### config.mk
export PLATFORM = sky130hd
export DESIGN_NAME = reg_bank_byte_writer
export DESIGN_NICKNAME = d
export VERILOG_FILES = /design/src/rtl/reg_bank_byte_writer.sv
export SDC_FILE = /design/constraint.sdc
export NUM_CORES = 1
export LEC_CHECK = 0
export CORE_MARGIN = 10
export CORE_UTILIZATION = 40
export CTS_BUF_LIST = sky130_fd_sc_hd__clkbuf_8 sky130_fd_sc_hd__clkbuf_16
export DETAILED_ROUTE_END_ITERATION = 10
export GPL_TIMING_DRIVEN = 0
export PLACE_DENSITY = 0.69
export RECOVER_POWER = 50
export SLEW_MARGIN = 15
export SYNTH_ARGS = -nofsm -noshare
export SYNTH_HDL_FRONTEND = slang
export SYNTH_SLANG_ARGS = --single-unit
### constraint.sdc
create_clock -name clk -period 2.2 [get_ports clk]
set_input_delay 0.33 -clock clk [delete_from_list [all_inputs] [get_ports clk]]
set_output_delay 0.33 -clock clk [all_outputs]
set_load 0.03 [all_outputs]
### src/rtl/reg_bank_byte_writer.sv
// rtl/reg_bank_byte_writer.sv - write side of the 8088 register bank (16 x 16-bit array)
//
// Purpose: holds the 16 x 16-bit register array that feeds the bank's read mux,
// and accepts writes from the 8-bit external data path. Byte writes go straight
// to the low or high half. Word writes take two beats: the low byte is staged
// and both bytes are committed together when the high byte arrives.
//
// Optional feature: define REG_BANK_WRLOCK_EN to add the wr_lock input. A commit
// to a locked register is accepted, suppressed, and answered with err.
//
// Ports:
//   clk       in   1    clock, all state on rising edge
//   rst       in   1    synchronous reset, active-high
//   wr_valid  in   1    write beat offered
//   wr_ready  out  1    beat accepted when wr_valid & wr_ready at rising edge
//   wr_addr   in   4    target register index
//   wr_mode   in   2    00 low byte, 01 high byte, 10 word (two beats), 11 reserved
//   wr_data   in   8    byte data
//   wr_lock   in   16   per-register write lock (REG_BANK_WRLOCK_EN only)
//   regs      out  256  register array; register i = regs[16*i+15:16*i]
//   busy      out  1    low byte of a word write is staged
//   done      out  1    one-cycle pulse, commit took effect
//   err       out  1    one-cycle pulse, beat or transaction rejected
module reg_bank_byte_writer #(
    parameter logic [15:0] RESET_VAL = 16'h0000,
    parameter int          TIMEOUT   = 15
) (
    input  logic         clk,
    input  logic         rst,
    input  logic         wr_valid,
    output logic         wr_ready,
    input  logic [3:0]   wr_addr,
    input  logic [1:0]   wr_mode,
    input  logic [7:0]   wr_data,
`ifdef REG_BANK_WRLOCK_EN
    input  logic [15:0]  wr_lock,
`endif
    output logic [255:0] regs,
    output logic         busy,
    output logic         done,
    output logic         err
);

    typedef enum logic {
        S_IDLE     = 1'b0,
        S_LOW_HELD = 1'b1
    } state_t;

    // Counter value on which one more idle cycle expires the word write.
    localparam logic [7:0] TO_LAST = 8'(TIMEOUT - 1);

    state_t      r_state;
    state_t      w_state_nxt;
    logic [15:0] r_regs [16];
    logic [7:0]  r_stage;
    logic [3:0]  r_addr;
    logic [7:0]  r_cnt;
    logic        r_ready;
    logic        r_done;
    logic        r_err;

    logic        w_accept;
    logic        w_locked;
    logic        w_cmt_lo;
    logic        w_cmt_hi;
    logic        w_cmt_word;
    logic        w_commit;
    logic        w_stage_ld;
    logic        w_reject;
    logic [7:0]  w_cnt_nxt;

    assign w_accept = wr_valid & r_ready;

    // Lock is looked up with the beat's own address; a word commit only
    // happens when that address matches the latched one, so it is the target.
`ifdef REG_BANK_WRLOCK_EN
    assign w_locked = wr_lock[wr_addr];
`else
    assign w_locked = 1'b0;
`endif

    always_ff @(posedge clk) begin
        if (rst) begin
            r_state <= S_IDLE;
        end else begin
            r_state <= w_state_nxt;
        end
    end

    always_comb begin
        w_state_nxt = r_state;
        w_cmt_lo    = 1'b0;
        w_cmt_hi    = 1'b0;
        w_cmt_word  = 1'b0;
        w_stage_ld  = 1'b0;
        w_reject    = 1'b0;
        w_cnt_nxt   = r_cnt;
        case (r_state)
            S_IDLE: begin
                if (w_accept) begin
                    w_cnt_nxt = 8'd0;
                    case (wr_mode)
                        2'b00: begin
                            w_cmt_lo = ~w_locked;
                            w_reject = w_locked;
                        end
                        2'b01: begin
                            w_cmt_hi = ~w_locked;
                            w_reject = w_locked;
                        end
                        2'b10: begin
                            // Low beat is staged regardless of lock.
                            w_stage_ld  = 1'b1;
                            w_state_nxt = S_LOW_HELD;
                        end
                        default: begin
                            w_reject = 1'b1;
                        end
                    endcase
                end
            end
            S_LOW_HELD: begin
                if (w_accept) begin
                    // High beat: wr_mode is ignored, only the address matters.
                    w_cnt_nxt   = 8'd0;
                    w_state_nxt = S_IDLE;
                    if (wr_addr == r_addr) begin
                        w_cmt_word = ~w_locked;
                        w_reject   = w_locked;
                    end else begin
                        w_reject = 1'b1;
                    end
                end else if (r_cnt == TO_LAST) begin
                    w_reject    = 1'b1;
                    w_cnt_nxt   = 8'd0;
                    w_state_nxt = S_IDLE;
                end else begin
                    w_cnt_nxt = r_cnt + 8'd1;
                end
            end
            default: begin
                w_state_nxt = S_IDLE;
            end
        endcase
    end

    assign w_commit = w_cmt_lo | w_cmt_hi | w_cmt_word;

    always_ff @(posedge clk) begin
        if (rst) begin
            r_stage <= 8'd0;
            r_addr  <= 4'd0;
            r_cnt   <= 8'd0;
            r_ready <= 1'b1;
            r_done  <= 1'b0;
            r_err   <= 1'b0;
            for (int i = 0; i < 16; i++) begin
                r_regs[i] <= RESET_VAL;
            end
        end else begin
            r_cnt   <= w_cnt_nxt;
            // One recovery slot after each commit; rejects leave ready high.
            r_ready <= ~w_commit;
            r_done  <= w_commit;
            r_err   <= w_reject;
            if (w_stage_ld) begin
                r_stage <= wr_data;
                r_addr  <= wr_addr;
            end else if (w_state_nxt == S_IDLE) begin
                r_stage <= 8'd0;
            end
            if (w_cmt_lo) begin
                r_regs[wr_addr][7:0] <= wr_data;
            end
            if (w_cmt_hi) begin
                r_regs[wr_addr][15:8] <= wr_data;
            end
            if (w_cmt_word) begin
                r_regs[wr_addr] <= {wr_data, r_stage};
            end
        end
    end

    genvar g;
    generate
        for (g = 0; g < 16; g++) begin : g_regs_out
            assign regs[16*g +: 16] = r_regs[g];
        end
    endgenerate

    assign wr_ready = r_ready;
    assign busy     = (r_state == S_LOW_HELD);
    assign done     = r_done;
    assign err      = r_err;

endmodule

Word-level counts from Yosys, hierarchy flattened. Memory sizes are Yosys's and may differ from the RTL's. Index checks and enable logic that the tools add are counted. W data, S select, Z words.

Bitwise gates (word level): 7. Muxes and demuxes: 43. Reduce and logical (&&, ||, !) cells: 3. Equal/unequal tests: 6. $add $sub $neg: 1.

Operators by type and width (number): $mux W8 (7); $mux W1 (30); $mux W16 (1); $pmux W8 S2 (1); $reduce_or A16 Y1 (1); $add A8 B1 Y8 const B (1); $eq A8 B4 Y1 const B (1); $eq A4 B4 Y1 (1); $mux W4 (1); $or A1 B1 Y1 (4); $pmux W1 S2 (2); $reduce_or A3 Y1 (1); $eq A2 B1 Y1 const B (1); $eq A2 B2 Y1 const B (1); $logic_not A2 Y1 (1); $mux W2 (1); $ne A2 B1 Y1 const B (1); $ne A2 B2 Y1 const B (1); $not A1 Y1 (2); $and A1 B1 Y1 (1).

RAM bits: 256. Memories kept: 1. Logic and storage cells: 68. Register bits: 24.

Memories: r_regs (depth 16, bits a word 16, read ports 16, clocked after memory_dff 0, write ports 16, RTL line 54) `logic [15:0] r_regs [16];`.

Depth between registers and ports, before layout. Gate-level depths: netlist of run 1.

Depth after elaboration: 10. Mapped depth: 7. Mapped depth without buffers: 6.

Worst setup path after synthesis of run 1. OpenSTA, ideal clock, no wires.

Path type: reg-to-reg. Start: register r_ready (netlist: wr_ready). End: memory r_regs[10][10], enable pin. Path buffers: 2. Data arrival time: 2.040 ns. Library setup time: 0.375 ns. Slack: -0.215 ns. Required time: 1.825 ns. Cell stages (with the launch flop): 7. Path through: dfxtp_1 nand2_1 nor4_1 a21oi_2 buf_4 buf_4 o21bai_1.

RTL lines: start, declared (RTL line 58) `logic r_ready;`; start signal, assigned (RTL line 163) `r_ready <= ~w_commit;`; end, declared (RTL line 54).

==> key figures, run 1 <==
Drt
  • Drt drc: 0
  • Avg Vias per Cell: 5.47
  • Final WL: 37400 microns
  • 1st-iter DRT viols: 516
  • Vias: 8135
  • Post-DR wirelength/cell: 25.2 microns
  • Antenna Violating Nets Remaining: 0
  • DR pass1 iterations: 5

Synth
  • Async SR Flop Fraction: 0%
  • EDFF count, synth: 256
  • Dominant cell type by area after synthesis: edfxtp_1
  • Register bit total from synthesis: 280
  • Share of the yosys chip area belonging to registers: 69.8%
  • Post-Syn Instances: 767
  • Synth Flop Type: edfxtp_1
  • Mapped Avg Cell Area: 15.3 sq um
  • Post-Syn Nets: 786
  • Cell with the most instances after synthesis: edfxtp_1
  • Post-Syn Area: 11700 sq um
  • Synth area leaders: edfxtp_1 (66%), nor3b_1 (5.4%), nor3b_2 (4.7%), a21oi_1 (4.5%), dfxtp_1 (4.1%)
  • Yosys cell types: 42
  • Yosys warns: 0
  • Top cell type's share of synthesized area: 65.7%
  • Synth top cells by count: edfxtp_1 (256), a21oi_1 (106), nor3b_1 (85)

Power and ir drop
  • Peak supply drop: 0.636 mV
  • LEAKAGE: 5.69 nW
  • Pwr/cell area: 733 nW/um^2

Floorplanning
  • Die W: 191 microns
  • Core area: 28800 sq um
  • Chip Height: 191 microns
  • # IOs: 277
  • Die area: 36500 sq um
  • Initial Util: 40.7%
  • Row cnt: 62

GRT
  • Initial antenna violation count: 0
  • Global route overflow: 0
  • Overall routing resource usage: 19.5%
  • Number of global-route vias before repair: 8166
  • First-pass GRT wire length: 53800 microns
  • Pin count of the biggest net entering global routing: 14

Placed design
  • Detail Placement HPWL: 26500 microns
  • GPL Wtd Cong: 0.888
  • Placed instance area: 15000 sq um
  • I/O Buffers: 272
  • Placed Cells: 1423

Finish
  • Final-layout fill cell count: 2372
  • Final instance area: 16100 sq um
  • Layout Nets: 1099
  • Antenna cell count: 0
  • Non-filler cells, final: 1486
  • Layout cells sized above 1: 15.4%
  • Layout area overhead: 37.5%

STA
  • Relative slew margins: 36.8%
  • Fin Clk Skew: 0.0118 ns
  • RSZ-0062 raised after global routing: false
  • Final count of pins violating max slew: 0
  • Setup violations, final: 0
  • Period minus WS final: 2.17 ns
  • Fmax: 461 MHz
  • Final Hold Fails: 0
  • Worst Max-Slew Pin Slew: 0.948 ns
  • Setup TNS: 0 ns
  • Tcrit/Tclk final: 98.6%
  • Final hold slack: 0.104 ns

Clock network
  • Worst-Skew Late Latency: 0.54 ns
  • Maximum clock path buffer count: 3
  • Reg clk slew, reported paths: 0.06 ns
  • CTS tree: done
  • H-tree Lvls: 1
  • Clock sinks: 280
  • Num CTS Buffers: 29
  • Root buffer cell: clkbuf_16

Critical path
  • Critical Path Start Type: primary input
  • Worst EP required: 2.50 ns
  • Worst Setup End Kind: register
  • Crit Path Category: primary input to register
  • Crit path DAT: 2.47 ns
  • CP Max Fanout: 8

Job
  • Maxcap violations: 0

Status
  • Outcome: finished clean

Worst hold path
  • HP Class: primary input to register
==> routing by layer <==
metal	wire length [microns]	global-route usage [%]
met5	0	0
met4	823	5.14
met3	3570	5.28
met2	18400	33.1
met1	14600	23.9
==> worst max-delay path, cell delays in order <==
cell             delay (ns)
clkdlybuf4s50_1        0.64
nand4bb_4              0.24
nor3_4                 0.07
buf_4                  0.15
a31oi_4                0.47
clkbuf_16              0.28
o21bai_4               0.09
buf_12                 0.18
==> final timing paths <==
kind | cells after the start | slack, ns | end | from
max | 8 | 0.03 | r_regs[15][0] | rst
min reg2reg | 1 | 0.49 | r_cnt[7] | r_cnt[7]
max reg2reg | 6 | 0.07 | r_regs[15][0] | r_addr[0]
min | 3 | 0.10 | r_addr[3] | wr_addr[3]
==> power by group <==
| part | switching (W) | internal, W | total [W] | leakage [nW] |
|---|---|---|---|---|
| Clock | 0.00197 | 0.00260 | 0.00457 | 0.467 |
| Combinational | 0.000821 | 0.000394 | 0.00121 | 2.36 |
| Sequential | 0.0000594 | 0.00596 | 0.00602 | 2.86 |
==> registers in the layout, summed over array words and instances (netlist names) <==
| signal | flops |
|---|---|
| done | 1 |
| err | 1 |
| wr_ready | 1 |
| r_regs | 256 |
| r_addr | 4 |
| r_cnt | 8 |
| r_stage | 8 |
| busy | 1 |
==> logic make-up after synthesis <==
kind of cell	Yosys count	synth area share, %
DFF	280	69.8
buffers and inverters	75	3.61
xor gates and xnor gates	3	0.353
adders and majority gates	2	0.214
and+or+nand+nor	212	15.4
AOI/OAI and AO/OA	191	10.3
muxes	4	0.342
==> what timing repair did <==
action | in CTS | in global routing
setup buffers | 3 | 6
hold buffers | 0 | 0
setup endpoints to repair | 258 | 284
gates resized for setup | 41 | 32
pin swaps | 3 | 13
gates cloned | 0 | 1
endpoints found under the hold margin | 0 | 0
==> stage by stage <==
step	total power [W]	setup WS [ns]	utilization, %
final	0.0118	0.0307	55.9
after global placement	0.00735	-1.21	52.2
after floorplan	0.00681	-0.0687	-
after global routing	0.0121	0.00785	55.9
after CTS	0.0119	0.00212	56.1
after detailed placement	0.00737	-1.22	52.2
==> placed cells by master (no fill, tap or decap), types with 3 or more instances in the layout <==
cell type	count
dfxtp_1	23
edfxtp_1	256
o21ai_0	6
buf_12	3
nand4_4	7
nand3_1	10
a31oi_1	3
clkdlybuf4s50_1	12
clkinv_1	8
o21bai_2	4
a21oi_2	29
clkinv_2	3
a22o_1	9
mux2i_1	4
nand2_1	27
inv_1	11
clkbuf_2	5
nor2b_1	6
buf_4	13
buf_6	12
dlygate4sd3_1	260
and3_1	3
buf_2	6
clkbuf_1	42
o21bai_4	28
nor3b_1	120
a21oi_1	106
nor3b_2	8
clkbuf_16	30
nor2_1	10
==> area by class of cell <==
cell class	count	area, sq um	area share, %
multi-input combinational	412	3300	20.5
timing repair buffer	282	2840	17.6
clock buffer	29	726	4.51
inverter	1	3.75	0.0233
buffer	74	428	2.66
sequential	280	8170	50.7
clock inverter	24	151	0.940
tap	384	480	2.98
(Power assumes the default switching activity.)
==> run 2, diff against run 1 <==
--- a/config.mk
+++ b/config.mk
@@ -10,7 +10,7 @@
 export CTS_BUF_LIST = sky130_fd_sc_hd__clkbuf_8 sky130_fd_sc_hd__clkbuf_16
 export DETAILED_ROUTE_END_ITERATION = 10
 export GPL_TIMING_DRIVEN = 0
-export PLACE_DENSITY = 0.69
+export PLACE_DENSITY = 0.75
 export RECOVER_POWER = 50
 export SLEW_MARGIN = 15
 export SYNTH_ARGS = -nofsm -noshare
==> run 2 against run 1 <==
Compared with the run above:
- sequential power barely moved
- non-clock buffer count up 2
- worst hold slack worse by 0.0038 ns
- via count fell by 1.4%
- clock power up 8.8%
- maximum frequency decreased by 1.1%
- combinational power up 7%
- critical path type is now register to register
- critical endpoint is now r_regs[5][2]
- largest cell class unchanged
- largest power group unchanged
==> key figures, run 2 (synthesized netlist as in run 1, its figures left out) <==
Status
  • Outcome: finished clean

STA
  • Period minus WS final: 2.19 ns (+0.0248 ns)
  • Final Hold Fails: 0 (unchanged)
  • Final count of pins violating max slew: 0 (unchanged)
  • PnR worst setup slack: 0.00585 ns (-0.0248 ns)
  • RSZ-0062 raised after global routing: true
  • Worst Max-Slew Pin Slew: 0.885 ns (-0.0630 ns)
  • Final hold slack: 0.100 ns (-0.00382 ns)
  • Setup violations, final: 0 (unchanged)
  • Relative slew margins: 41.0% (+4.2 points)
  • Tcrit/Tclk final: 99.7% (+1.1 points)
  • Setup TNS: 0 ns (unchanged)
  • Fin Clk Skew: 0.00948 ns (-0.00236 ns)
  • Fmax: 456 MHz (-1.1%)

Drt
  • Drt drc: 0 (unchanged)
  • Antenna Violating Nets Remaining: 0 (unchanged)
  • DR pass1 iterations: 5 (unchanged)
  • 1st-iter DRT viols: 711 (+38%)
  • Post-DR wirelength/cell: 25.1 microns (-0.18%)
  • Avg Vias per Cell: 5.40 (-1.3%)
  • Final WL: 37300 microns (-0.24%)
  • Vias: 8025 (-1.4%)

Power and ir drop
  • Pwr/cell area: 747 nW/um^2 (+1.9%)
  • LEAKAGE: 5.41 nW (-4.9%)
  • Peak supply drop: 0.515 mV (-19%)

GRT
  • Pin count of the biggest net entering global routing: 14 (unchanged)
  • First-pass GRT wire length: 54200 microns (+0.81%)
  • Global route overflow: 0 (unchanged)
  • Initial antenna violation count: 0 (unchanged)
  • Overall routing resource usage: 19.6% (+0.18 points)
  • Number of global-route vias before repair: 8258 (+1.1%)

Clock network
  • H-tree Lvls: 1 (unchanged)
  • Num CTS Buffers: 29 (unchanged)
  • Clock sinks: 280 (unchanged)
  • Maximum clock path buffer count: 3 (unchanged)
  • Post-CTS Hold Fix Bufs: 0 (unchanged)
  • Worst-Skew Late Latency: 0.54 ns (about the same)
  • CTS tree: done
  • Reg clk slew, reported paths: 0.06 ns (about the same)
  • Root buffer cell: clkbuf_16

Critical path
  • Worst EP required: 2.58 ns (+0.08 ns)
  • Crit path DAT: 2.57 ns (+0.10 ns)
  • Worst Setup End Kind: register
  • Crit Path Category: register to register
  • R2r setup slk: 0.006 ns (-0.06 ns)
  • Critical Path Start Type: register
  • CP Max Fanout: 10 (+2)

Floorplanning
  • Die area: 36500 sq um (unchanged)
  • Core area: 28800 sq um (unchanged)
  • Die W: 191 microns (unchanged)
  • Initial Util: 40.7% (unchanged)
  • Row cnt: 62 (unchanged)
  • Chip Height: 191 microns (unchanged)
  • # IOs: 277 (unchanged)

Finish
  • Antenna cell count: 0 (unchanged)
  • Final instance area: 16400 sq um (+2.1%)
  • Largest registers: r_regs: 256 flops, r_cnt: 8 flops, r_stage: 8 flops
  • Layout area overhead: 40.4%
  • Largest reg by FF count: r_regs
  • FF/Latch Area: 8170 sq um (unchanged)
  • Most frequent cells in the layout: clkdlybuf4s50_1 (259), edfxtp_1 (256), a21oi_1 (106)
  • Non-filler cells, final: 1485 (-0.067%)
  • Layout Nets: 1101 (+0.18%)
  • Layout cells sized above 1: 20.3% (+4.9 points)
  • Max FFs per register: 256 (unchanged)
  • Commonest non-fill, non-tap cell in the layout: clkdlybuf4s50_1
  • Final-layout fill cell count: 2317 (-2.3%)
  • Multi-input logic area: 3510 sq um (+6.2%)

Job
  • Maxcap violations: 0 (unchanged)

Placed design
  • Setup slack at placement: -1.22 ns (-0.00593 ns)
  • I/O Buffers: 272 (unchanged)
  • Detail Placement HPWL: 26800 microns (+0.94%)
  • GPL Wtd Cong: 0.921 (+3.7%)
  • Placed Cells: 1423 (unchanged)
  • Placed instance area: 15000 sq um (unchanged)

Worst hold path
  • HP Class: primary input to register
## run 2: critical path, stage by stage, from the launching register on
cell       delay, ns
dfxtp_1         0.31
buf_2           0.18
nand4bb_4       0.26
nor3_4          0.30
buf_4           0.21
buf_12          0.12
nand2_1         0.23
buf_6           0.26
a21oi_1         0.14
## run 2: area by class of cell
cell class              instances  area share (%)
plain buffers                  74            2.84
clock buffers                  29            4.41
clock inverters                21            1.36
inverters                       1          0.0228
multi-input cells             412            21.3
flip-flops and latches        280            49.7
well taps                     384            2.92
repair buffers                284            17.4
## run 2: repair_timing
action                     in CTS  in global routing
pin swaps                       4                 20
resized for setup              57                 23
setup buffers                   6                  6
setup endpoints to repair     291                273
## run 2: worst paths after layout
check,start,endpoint,cells after the start
setup / recovery,busy,r_regs[5][2],8
hold / removal,wr_addr[3],r_addr[3],3
setup reg to reg,busy,r_regs[5][2],8
hold reg to reg,r_cnt[7],r_cnt[7],1
## run 2: layer usage
layer	wire length, microns	track usage (%)	part of all wire [%]	vias to the layer above
met3	3700	5.38	9.9	74
met2	18400	33.0	49	398
met1	14100	23.8	38	3993
met4	1160	6.85	3.1	0
met5	0	0	0	-
li1	-	-	-	3560
## run 2: where the power goes
part	internal (W)	total, W	switching, W
sequential	0.00596	0.00602	0.0000629
combinational	0.000459	0.00129	0.000827
clock	0.00296	0.00497	0.00201
## run 2: metrics by stage
| step | power (W) | utilization, % |
|---|---|---|
| 2_1_floorplan | 0.00681 | - |
| 3_3_place_gp | 0.00735 | 52.2 |
| 3_5_place_dp | 0.00736 | 52.2 |
| 4_1_cts | 0.0123 | 56.7 |
| 5_1_grt | 0.0126 | 57.1 |
| 6_report | 0.0123 | 57.1 |
==> run 3, diff against run 2 <==
--- a/config.mk
+++ b/config.mk
@@ -5,6 +5,7 @@
 export SDC_FILE = /design/constraint.sdc
 export NUM_CORES = 1
 export LEC_CHECK = 0
+export ABC_CLOCK_PERIOD_IN_PS = 2200
 export CORE_MARGIN = 10
 export CORE_UTILIZATION = 40
 export CTS_BUF_LIST = sky130_fd_sc_hd__clkbuf_8 sky130_fd_sc_hd__clkbuf_16
==> results of run 3 <==
The final DEF is identical to that of run 2; final timing and power are the same.
